### src/rtl/pll_md_ctrl_pkg.sv
// Shared types for the PLL MD-port master: bus opcodes, host commands and FSM states.
// No logic here, so there is no latency and no backpressure.
package pll_md_pkg;

    typedef enum logic [1:0] {
        OPC_NOP   = 2'b00,
        OPC_WRITE = 2'b01,
        OPC_READ  = 2'b10,
        OPC_ADDR  = 2'b11
    } md_opc_t;

    typedef enum logic [1:0] {
        CMD_WRITE = 2'b00,
        CMD_READ  = 2'b01,
        CMD_APPLY = 2'b10,
        CMD_RSVD  = 2'b11
    } md_cmd_t;

    typedef enum logic [2:0] {
        ST_IDLE,
        ST_ADDR,
        ST_DATA,
        ST_RWAIT,
        ST_RST,
        ST_LOCK_WAIT,
        ST_DONE
    } md_state_t;

    // States that occupy a two-cycle MD phase and run the mdclk toggle.
    function automatic logic is_md_phase(input md_state_t st);
        return (st == ST_ADDR) || (st == ST_DATA) || (st == ST_RWAIT);
    endfunction

endpackage

### src/rtl/pll_md_ctrl_if.sv
// Host command port of the PLL MD master: req/ready handshake, command bus, completion status.
// master = host side, slave = controller side.
interface pll_md_ctrl_if;
    logic       req;
    logic       ready;
    logic [1:0] cmd;
    logic [7:0] addr;
    logic [7:0] wdata;
    logic [7:0] rdata;
    logic       done;
    logic       err;

    modport master (
        output req, cmd, addr, wdata,
        input  ready, rdata, done, err
    );

    modport slave (
        input  req, cmd, addr, wdata,
        output ready, rdata, done, err
    );
endinterface

### src/rtl/pll_md_ctrl_sync_2ff.sv
// Two-flop synchronizer for the asynchronous PLL lock; clr_i flushes both stages.
// Latency: 2 clk cycles; no backpressure.
module sync_2ff (
    input  logic clk,
    input  logic rst_n,
    input  logic clr_i,
    input  logic d_i,
    output logic q_o
);

    logic [1:0] sync_q;

    always_ff @(posedge clk or negedge rst_n) begin
        if (!rst_n) begin
            sync_q <= 2'b00;
        end else if (clr_i) begin
            sync_q <= 2'b00;
        end else begin
            sync_q <= {sync_q[0], d_i};
        end
    end

    assign q_o = sync_q[1];

endmodule

### src/rtl/pll_md_ctrl.sv
// PLL MD-port master: write/read as ADDR+DATA(+RWAIT) MD phases, apply = reset pulse + lock wait.
// Latency: write done in cycle 5, read in cycle 7, apply 3 cycles after lock; ready low while busy.
// Build option PLL_MD_LOCK_TIMEOUT_EN bounds the lock wait and reports expiry on err.
module pll_md_ctrl
    import pll_md_pkg::*;
#(
    parameter int unsigned RESET_CYCLES = 16,
    parameter int unsigned LOCK_TIMEOUT = 65535
) (
    input  logic         clk,
    input  logic         rst_n,
    pll_md_ctrl_if.slave host,
    output logic         pll_reset,
    input  logic         lock,
    output logic         mdclk,
    output logic [1:0]   mdopc,
    output logic         mdainc,
    output logic [7:0]   mdwdi,
    input  logic [7:0]   mdrdo
);

    localparam int unsigned      RCNT_W    = $clog2(RESET_CYCLES + 1);
    localparam logic [RCNT_W-1:0] RCNT_LAST = RCNT_W'(RESET_CYCLES - 1);

    if (RESET_CYCLES < 1 || LOCK_TIMEOUT < 1) begin : g_param_check
        $error("pll_md_ctrl: RESET_CYCLES and LOCK_TIMEOUT must be at least 1");
    end

    md_state_t         state_q;
    md_cmd_t           cmd_q;
    md_opc_t           mdopc_q;
    logic [7:0]        wdata_q;
    logic [7:0]        rdata_q;
    logic [7:0]        mdwdi_q;
    logic              ready_q;
    logic              done_q;
    logic              prst_q;
    logic              mdclk_q;
    logic [RCNT_W-1:0] rcnt_q;
    logic              lock_s;

`ifdef PLL_MD_LOCK_TIMEOUT_EN
    localparam int unsigned      TMO_W    = $clog2(LOCK_TIMEOUT + 1);
    localparam logic [TMO_W-1:0] TMO_LAST = TMO_W'(LOCK_TIMEOUT - 1);
    logic [TMO_W-1:0] tmo_q;
    logic             err_q;
`endif

    // Held clear outside LOCK_WAIT so a lock that is already high is still resampled on entry.
    sync_2ff u_lock_sync (
        .clk   (clk),
        .rst_n (rst_n),
        .clr_i (state_q != ST_LOCK_WAIT),
        .d_i   (lock),
        .q_o   (lock_s)
    );

    always_ff @(posedge clk or negedge rst_n) begin
        if (!rst_n) begin
            state_q <= ST_IDLE;
            cmd_q   <= CMD_RSVD;
            mdopc_q <= OPC_NOP;
            wdata_q <= 8'h00;
            rdata_q <= 8'h00;
            mdwdi_q <= 8'h00;
            ready_q <= 1'b1;
            done_q  <= 1'b0;
            prst_q  <= 1'b0;
            mdclk_q <= 1'b0;
            rcnt_q  <= '0;
`ifdef PLL_MD_LOCK_TIMEOUT_EN
            tmo_q   <= '0;
            err_q   <= 1'b0;
`endif
        end else begin
            done_q <= 1'b0;
            // mdclk_q doubles as the phase bit: 0 = first cycle, 1 = second cycle of a phase.
            if (is_md_phase(state_q)) begin
                mdclk_q <= ~mdclk_q;
            end

            case (state_q)
                ST_IDLE: begin
                    if (host.req && ready_q) begin
                        cmd_q   <= md_cmd_t'(host.cmd);
                        wdata_q <= host.wdata;
                        ready_q <= 1'b0;
`ifdef PLL_MD_LOCK_TIMEOUT_EN
                        err_q   <= 1'b0;
`endif
                        case (md_cmd_t'(host.cmd))
                            CMD_WRITE, CMD_READ: begin
                                state_q <= ST_ADDR;
                                mdopc_q <= OPC_ADDR;
                                mdwdi_q <= host.addr;
                            end
                            CMD_APPLY: begin
                                state_q <= ST_RST;
                                prst_q  <= 1'b1;
                                rcnt_q  <= '0;
                            end
                            default: begin
                                state_q <= ST_DONE;
                                done_q  <= 1'b1;
                            end
                        endcase
                    end
                end

                ST_ADDR: begin
                    if (mdclk_q) begin
                        state_q <= ST_DATA;
                        if (cmd_q == CMD_WRITE) begin
                            mdopc_q <= OPC_WRITE;
                            mdwdi_q <= wdata_q;
                        end else begin
                            mdopc_q <= OPC_READ;
                            mdwdi_q <= 8'h00;
                        end
                    end
                end

                ST_DATA: begin
                    if (mdclk_q) begin
                        mdopc_q <= OPC_NOP;
                        mdwdi_q <= 8'h00;
                        if (cmd_q == CMD_WRITE) begin
                            state_q <= ST_DONE;
                            done_q  <= 1'b1;
                        end else begin
                            state_q <= ST_RWAIT;
                        end
                    end
                end

                ST_RWAIT: begin
                    if (mdclk_q) begin
                        rdata_q <= mdrdo;
                        done_q  <= 1'b1;
                        state_q <= ST_DONE;
                    end
                end

                ST_RST: begin
                    if (rcnt_q == RCNT_LAST) begin
                        prst_q  <= 1'b0;
                        state_q <= ST_LOCK_WAIT;
`ifdef PLL_MD_LOCK_TIMEOUT_EN
                        tmo_q   <= '0;
`endif
                    end else begin
                        rcnt_q <= rcnt_q + 1'b1;
                    end
                end

                ST_LOCK_WAIT: begin
                    if (lock_s) begin
                        done_q  <= 1'b1;
                        state_q <= ST_DONE;
                    end
`ifdef PLL_MD_LOCK_TIMEOUT_EN
                    else if (tmo_q == TMO_LAST) begin
                        err_q   <= 1'b1;
                        done_q  <= 1'b1;
                        state_q <= ST_DONE;
                    end else begin
                        tmo_q <= tmo_q + 1'b1;
                    end
`endif
                end

                ST_DONE: begin
                    ready_q <= 1'b1;
                    state_q <= ST_IDLE;
                end

                default: begin
                    ready_q <= 1'b1;
                    state_q <= ST_IDLE;
                end
            endcase
        end
    end

    // Gating with rst_n keeps ready low throughout reset yet high straight after release.
    assign host.ready = ready_q & rst_n;
    assign host.done  = done_q;
    assign host.rdata = rdata_q;
`ifdef PLL_MD_LOCK_TIMEOUT_EN
    assign host.err   = err_q;
`else
    assign host.err   = 1'b0;
`endif

    assign pll_reset = prst_q;
    assign mdclk     = mdclk_q;
    assign mdopc     = mdopc_q;
    assign mdwdi     = mdwdi_q;
    assign mdainc    = 1'b0;

endmodule

### src/flat_wrapper.sv
// flat-port wrapper written by rule: the top's interface ports become plain ports
module pll_md_ctrl_flat import pll_md_pkg::*;
#(
    parameter int unsigned RESET_CYCLES = 16,
    parameter int unsigned LOCK_TIMEOUT = 65535
)
  (clk, rst_n, pll_reset, lock, mdclk, mdopc, mdainc, mdwdi, mdrdo, host_req, host_cmd, host_addr, host_wdata, host_ready, host_rdata, host_done, host_err);
  pll_md_ctrl_if host_i ();
  input  logic clk;
  input  logic rst_n;
  output logic pll_reset;
  input  logic lock;
  output logic mdclk;
  output logic [1:0] mdopc;
  output logic mdainc;
  output logic [7:0] mdwdi;
  input  logic [7:0] mdrdo;
  input wire logic [$bits(host_i.req)-1:0] host_req;
  input wire logic [$bits(host_i.cmd)-1:0] host_cmd;
  input wire logic [$bits(host_i.addr)-1:0] host_addr;
  input wire logic [$bits(host_i.wdata)-1:0] host_wdata;
  output wire logic [$bits(host_i.ready)-1:0] host_ready;
  output wire logic [$bits(host_i.rdata)-1:0] host_rdata;
  output wire logic [$bits(host_i.done)-1:0] host_done;
  output wire logic [$bits(host_i.err)-1:0] host_err;
  assign host_i.req = host_req;
  assign host_i.cmd = host_cmd;
  assign host_i.addr = host_addr;
  assign host_i.wdata = host_wdata;
  assign host_ready = host_i.ready;
  assign host_rdata = host_i.rdata;
  assign host_done = host_i.done;
  assign host_err = host_i.err;
  pll_md_ctrl #(.RESET_CYCLES(RESET_CYCLES), .LOCK_TIMEOUT(LOCK_TIMEOUT)) u_core (.clk(clk), .rst_n(rst_n), .host(host_i), .pll_reset(pll_reset), .lock(lock), .mdclk(mdclk), .mdopc(mdopc), .mdainc(mdainc), .mdwdi(mdwdi), .mdrdo(mdrdo));
endmodule
### config.mk
export PLATFORM = sky130hd
export DESIGN_NAME = pll_md_ctrl_flat
export DESIGN_NICKNAME = d
export VERILOG_FILES = /design/src/rtl/pll_md_ctrl_pkg.sv /design/src/rtl/pll_md_ctrl_if.sv /design/src/rtl/pll_md_ctrl_sync_2ff.sv /design/src/rtl/pll_md_ctrl.sv /design/src/flat_wrapper.sv
export SDC_FILE = /design/constraint.sdc
export NUM_CORES = 1
export LEC_CHECK = 0
export ABC_AREA = 1
export CAP_MARGIN = 20
export CORE_MARGIN = 5
export CORE_UTILIZATION = 26
export CTS_CLUSTER_DIAMETER = 100
export DETAILED_ROUTE_END_ITERATION = 10
export GPL_ROUTABILITY_DRIVEN = 1
export HOLD_SLACK_MARGIN = 0.05
export SYNTH_ARGS = -nofsm -noshare
export SYNTH_HDL_FRONTEND = slang
export SYNTH_HIERARCHICAL = 1
export SYNTH_SLANG_ARGS = --single-unit
### constraint.sdc
create_clock -name clk -period 4.65 [get_ports clk]
set_clock_uncertainty 0.2 [all_clocks]
set_input_delay 0.93 -clock clk [delete_from_list [all_inputs] [get_ports clk]]
set_output_delay 0.93 -clock clk [all_outputs]
set_load 0.05 [all_outputs]
## After elaboration in Yosys (flattened, before gate mapping)

Cells that the tools add are included.

| word-level totals | value |
|---|---|
| flip-flop bits (word level) | 42 |
| input port bits | 30 |

| cells by class | value |
|---|---|
| add/sub/neg operators | 1 |
| equal/unequal tests | 18 |
| multiplexer cells | 39 |
| bitwise gates (word level) | 3 |
| reduce and logical (&&, ||, !) cells | 18 |

Operators with widths:

| operator | number |
|---|---|
| $mux W8 | 5 |
| $pmux W8 S3 | 1 |
| $mux W3 | 7 |
| $pmux W3 S6 | 1 |
| $mux W5 | 3 |
| $mux W2 | 6 |
| $mux W1 | 10 |
| $ne A2 B1 Y1 const B | 5 |
| $pmux W5 S2 | 1 |
| $ne A2 B2 Y1 const B | 4 |
| $reduce_and A4 Y1 | 2 |
| $eq A3 B2 Y1 const B | 2 |
| $eq A3 B3 Y1 const B | 2 |
| $pmux W2 S3 | 1 |
| $pmux W3 S2 | 1 |
| $reduce_and A2 Y1 | 3 |
| $reduce_and A6 Y1 | 1 |
| $add A5 B1 Y5 const B | 1 |
| $eq A5 B4 Y1 const B | 1 |
| $reduce_and A5 Y1 | 1 |
| $reduce_or A5 Y1 | 1 |
| $logic_not A2 Y1 | 2 |
| $pmux W1 S2 | 2 |
| $pmux W1 S4 | 1 |
| other kinds (13) | 15 |

## Longest topological paths before layout

| depth | value |
|---|---|
| depth in word-level cells | 5 |
| depth in mapped cells | 10 |
| gate-level depth less buffers | 10 |

## Hierarchy

The synthesis kept the hierarchy.

By module, submodules not included:

| module | times used | cells an instance | area an instance (µm²) | seq. area each (µm²) |
|---|---|---|---|---|
| pll_md_ctrl | 1 | 273 | 2,133.3 | 1,004.7 |
| sync_2ff | 1 | 6 | 65.1 | 50.0 |

## Worst setup path after synthesis

OpenSTA, ideal clock, no wires.

| timing | value |
|---|---|
| path kind | input -> output |
| start point | input port rst_n |
| end point | output port host_ready |
| arrival time | 1,271 ps |
| setup slack | 2,249 ps |
| stages | 2 |
| buffers on the path | 0 |
| path through | nand2_1 -> inv_1 |

| between the ends | value |
|---|---|
| longest elaborated chain between the ends | 1 |

Ends and longest elaborated chain:

| element | line | source |
|---|---|---|
| from (decl) | flat_wrapper.sv:10 | `input logic rst_n;` |
| $and A1 B1 Y1 | pll_md_ctrl.sv:186 | `assign host.ready = ready_q & rst_n;` |
| to (decl) | flat_wrapper.sv:22 | `output wire logic [$bits(host_i.ready)-1:0] host_ready;` |

Every way passes these cells.

## Worst setup path after layout

Same ends and word-level chain as after synthesis.

==> impl_metrics.json <==
{
  "post_synth_instance_area_mm2": 0.002198,
  "max_clock_freq_ghz": 0.3273,
  "final_net_count": 362,
  "cts.root.buffer_cell": "sky130_fd_sc_hd__clkbuf_8",
  "post-place-cells": 428,
  "floorplan.rows": 33,
  "required_ps": 3520,
  "power.combinational.fraction_pct": 7.2,
  "first_global_vias": 1894,
  "hold_class": "reg -> reg",
  "status": "complete, no violations",
  "finalWirelength_um": 5020,
  "floorplan.die_area_mm2": 0.01039,
  "tightestPinTransition_ps": 789.8,
  "cts_setup_buffers": 0,
  "layout_min_cycle_time_ps": 3056,
  "totalNegativeSetupSlack_ps": 0,
  "r2r.worst_path.cells": 4,
  "rsz0062_at_grt": "false",
  "number_of_drc_markers_after_the_initial_detailed_route_iteration": 106,
  "port_buffers": 51,
  "seq_area_frac_synth_pct": 47.98,
  "setup.worst_path.start_class": "input port",
  "power.leakage_uw": 0.001399,
  "worst_path_max_delay_cell": "sky130_fd_sc_hd__clkdlybuf4s50_1",
  "post_cts_resize_count": 0,
  "dp_hpwl_um": 3779,
  "clkPwrFrac_pct": 35.3,
  "drt_drc_violations_left": 0,
  "tritoncts": "built",
  "hold-path-cell-count": 2,
  "final_cells": 436,
  "wl_per_cell_um": 11.51,
  "timing.final.max_slew_violations": 0,
  "power.net_switching_uw": 137.9,
  "relative_slew_margins_pct": 47.19,
  "hold_start": "u_core/u_lock_sync/sync_q[0]",
  "clkTransAtPathRegs_ps": 70,
  "post_route_cells_drive_above_1_share_pct": 9.668,
  "worst-setup-path-type": "in -> out",
  "worst_setup_path_endpoint": "host_ready",
  "timing.rr.end": "u_core/wdata_q[4]",
  "critPathArrivalTime_ps": 1930,
  "reg_to_reg_setup_timing_slack_ps": 2500,
  "hold_viol": 0,
  "worst_setup_path_startpoint": "rst_n",
  "cp_capture_type": "output port",
  "power_report.internal_total_uw": 496.5,
  "place_congestion": 0.8203,
  "die-height_um": 102.0,
  "cts_hold_buf": 0,
  "floorplan.core_area_mm2": 0.008217,
  "totalPowerFinal_uw": 634.4,
  "min_period_over_period_pct": 65.71,
  "grt_pass1_wl_um": 8569,
  "cts_sinks": 42,
  "grt_max_degree": 43,
  "total_grt_overflow": 0,
  "setup_violation_total_in_the_final_timing_report": 0,
  "synth_seq_cells": 42,
  "via_count": 1878,
  "vias_per_cell": 4.307,
  "insertedDiodeCount": 0,
  "cts-htree-levels": 2,
  "power.density_cell_area_mw_per_mm2": 221.8,
  "post_synth.cell_area_avg_um2": 7.879,
  "worst_ir_drop_vdd_uv": 85.84,
  "regToRegStartpoint": "u_core/state_q[2]",
  "antenna_found_initial": 0,
  "ant_nets": 0,
  "initial_core_util_pct": 26.75,
  "flow.area_growth_from_synthesis_pct": 30.11,
  "clk_latency_ps": 290,
  "power.switching_fraction_pct": 21.73,
  "fillerInstances": 860,
  "postSynthCellCount": 279,
  "pin_count": 54,
  "post_synth_num_cell_types": 29,
  "path_cells": "buf_2, nand2_1, inv_1, clkdlybuf4s50_1",
  "hold_slack_ps": 265.7,
  "gr-usage-all-layers_pct": 10.16,
  "path_max_fanout": 2,
  "seq_power_share_pct": 57.6,
  "detailedRoute.firstPassIterationCount": 4,
  "cpPeakStageDelay_ps": 800,
  "ys.warnings.count": 6,
  "cts_buffer_depth": 2,
  "drv_cap": 0,
  "die_w_um": 102.0,
  "numCtsBuffers": 5
}
==> registers in the layout, summed over array words and instances, names as in the netlist <==
name,count
u_core/mdwdi,8
u_core/u_lock_sync/sync_q,2
u_core/host.done,1
u_core/ready_q,1
u_core/cmd_q,2
u_core/rcnt_q,5
u_core/wdata_q,8
u_core/state_q,3
u_core/host.rdata,8
u_core/mdclk,1
u_core/mdopc,2
u_core/pll_reset,1
==> per-layer routing <==
layer | routed length [µm] | global-route usage (%) | vias up
li1 | - | - | 982
met1 | 2395 | 12.94 | 855
met2 | 2328 | 17.00 | 37
met3 | 272 | 2.867 | 4
met4 | 24 | 2.725 | 0
met5 | 0 | 0 | -
==> power groups by stage <==
stage                     registers [µW]  logic [µW]  clock network (µW)
after floorplan                      372        12.6                   0
final                                365        45.6                 224
after global routing                 365        50.2                 253
after global placement               372        46.4                   0
after detailed placement             372        46.5                   0
after CTS                            365        46.7                 237
==> critical path: cells and delay by family <==
| kind | cells | cell delay [ps] |
|---|---|---|
| buffers and inverters | 3 | 950 |
| and+or+nand+nor | 1 | 50 |
==> through the flow <==
stage	worst slack (ps)	cell area (µm²)	util, %
global placement	1578	2780	33.84
global route	1553	2860	34.81
CTS	1579	2860	34.81
floorplan	2249	2202	-
finish	1594	2860	34.81
detailed placement	1588	2780	33.84
==> Yosys cell counts <==
| library cell | count | area [µm²] |
|---|---|---|
| sky130_fd_sc_hd__a21oi_1 | 9 | 45.04 |
| sky130_fd_sc_hd__a21oi_2 | 2 | 17.52 |
| sky130_fd_sc_hd__buf_2 | 2 | 10.01 |
| sky130_fd_sc_hd__buf_4 | 4 | 30.03 |
| sky130_fd_sc_hd__buf_6 | 2 | 22.52 |
| sky130_fd_sc_hd__clkbuf_1 | 1 | 3.750 |
| sky130_fd_sc_hd__conb_1 | 1 | 3.750 |
| sky130_fd_sc_hd__dfrtp_1 | 39 | 975.9 |
| sky130_fd_sc_hd__dfstp_2 | 3 | 78.83 |
| sky130_fd_sc_hd__ha_1 | 2 | 25.02 |
| sky130_fd_sc_hd__inv_1 | 27 | 101.4 |
| sky130_fd_sc_hd__inv_2 | 4 | 15.01 |
| sky130_fd_sc_hd__nand2_1 | 83 | 311.6 |
| sky130_fd_sc_hd__nand2_2 | 5 | 31.28 |
| sky130_fd_sc_hd__nand2_4 | 1 | 11.26 |
| sky130_fd_sc_hd__nand3_1 | 39 | 195.2 |
| sky130_fd_sc_hd__nand3_2 | 2 | 20.02 |
| sky130_fd_sc_hd__nand3_4 | 2 | 35.03 |
| sky130_fd_sc_hd__nand4_1 | 2 | 12.51 |
| sky130_fd_sc_hd__nor2_1 | 29 | 108.9 |
| sky130_fd_sc_hd__nor2_2 | 1 | 6.260 |
| sky130_fd_sc_hd__nor2_4 | 2 | 22.52 |
| sky130_fd_sc_hd__nor2_8 | 1 | 20.02 |
| sky130_fd_sc_hd__nor3b_1 | 1 | 7.510 |
| sky130_fd_sc_hd__o21ai_0 | 7 | 35.03 |
| sky130_fd_sc_hd__o21ai_1 | 4 | 20.02 |
| sky130_fd_sc_hd__o21ai_2 | 2 | 17.52 |
| sky130_fd_sc_hd__o22ai_1 | 1 | 6.260 |
| sky130_fd_sc_hd__xor2_1 | 1 | 8.760 |
==> how the worst min path moves through the flow <==
stage,end
after floorplan,u_core/u_lock_sync/sync_q[1]
after global placement,u_core/u_lock_sync/sync_q[1]
after detailed placement,u_core/u_lock_sync/sync_q[1]
after CTS,u_core/u_lock_sync/sync_q[1]
after global routing,u_core/mdwdi[7]
final,u_core/u_lock_sync/sync_q[1]
==> cells in the final DEF, fill, tap and decap left out, drive strengths merged <==
cell type / synthesis / layout
a21oi: 11 / 11
buf: 8 / 2
clkbuf: 1 / 8
clkdlybuf4s50: 0 / 50
conb: 1 / 2
dfrtp: 39 / 39
dfstp: 3 / 3
ha: 2 / 2
inv: 31 / 31
nand2: 89 / 89
nand3: 43 / 43
nand4: 2 / 2
nor2: 33 / 33
nor3b: 1 / 1
o21ai: 13 / 13
o22ai: 1 / 1
xor2: 1 / 1
==> cell type report <==
cell class | instances | area (µm²) | area share (%)
clock buffers | 8 | 80.08 | 2.800
inverters | 31 | 116.4 | 4.068
multi-input cells | 198 | 964.7 | 33.73
flip-flops and latches | 42 | 1055 | 36.88
well taps | 105 | 131.4 | 4.593
repair buffers | 52 | 513.0 | 17.94
==> cells by family (layout without fill, tap and decap cells) <==
group,after synthesis,after routing,synth area share [%]
simple gates,168,168,35.57
compound gates,25,25,6.432
other cells,1,2,0.1706
xor+xnor,1,1,0.3985
flops,42,42,47.98
fa+ha+maj,2,2,1.138
buf+inv,40,91,8.309
Note: power is estimated with default switching activity, not from simulation.
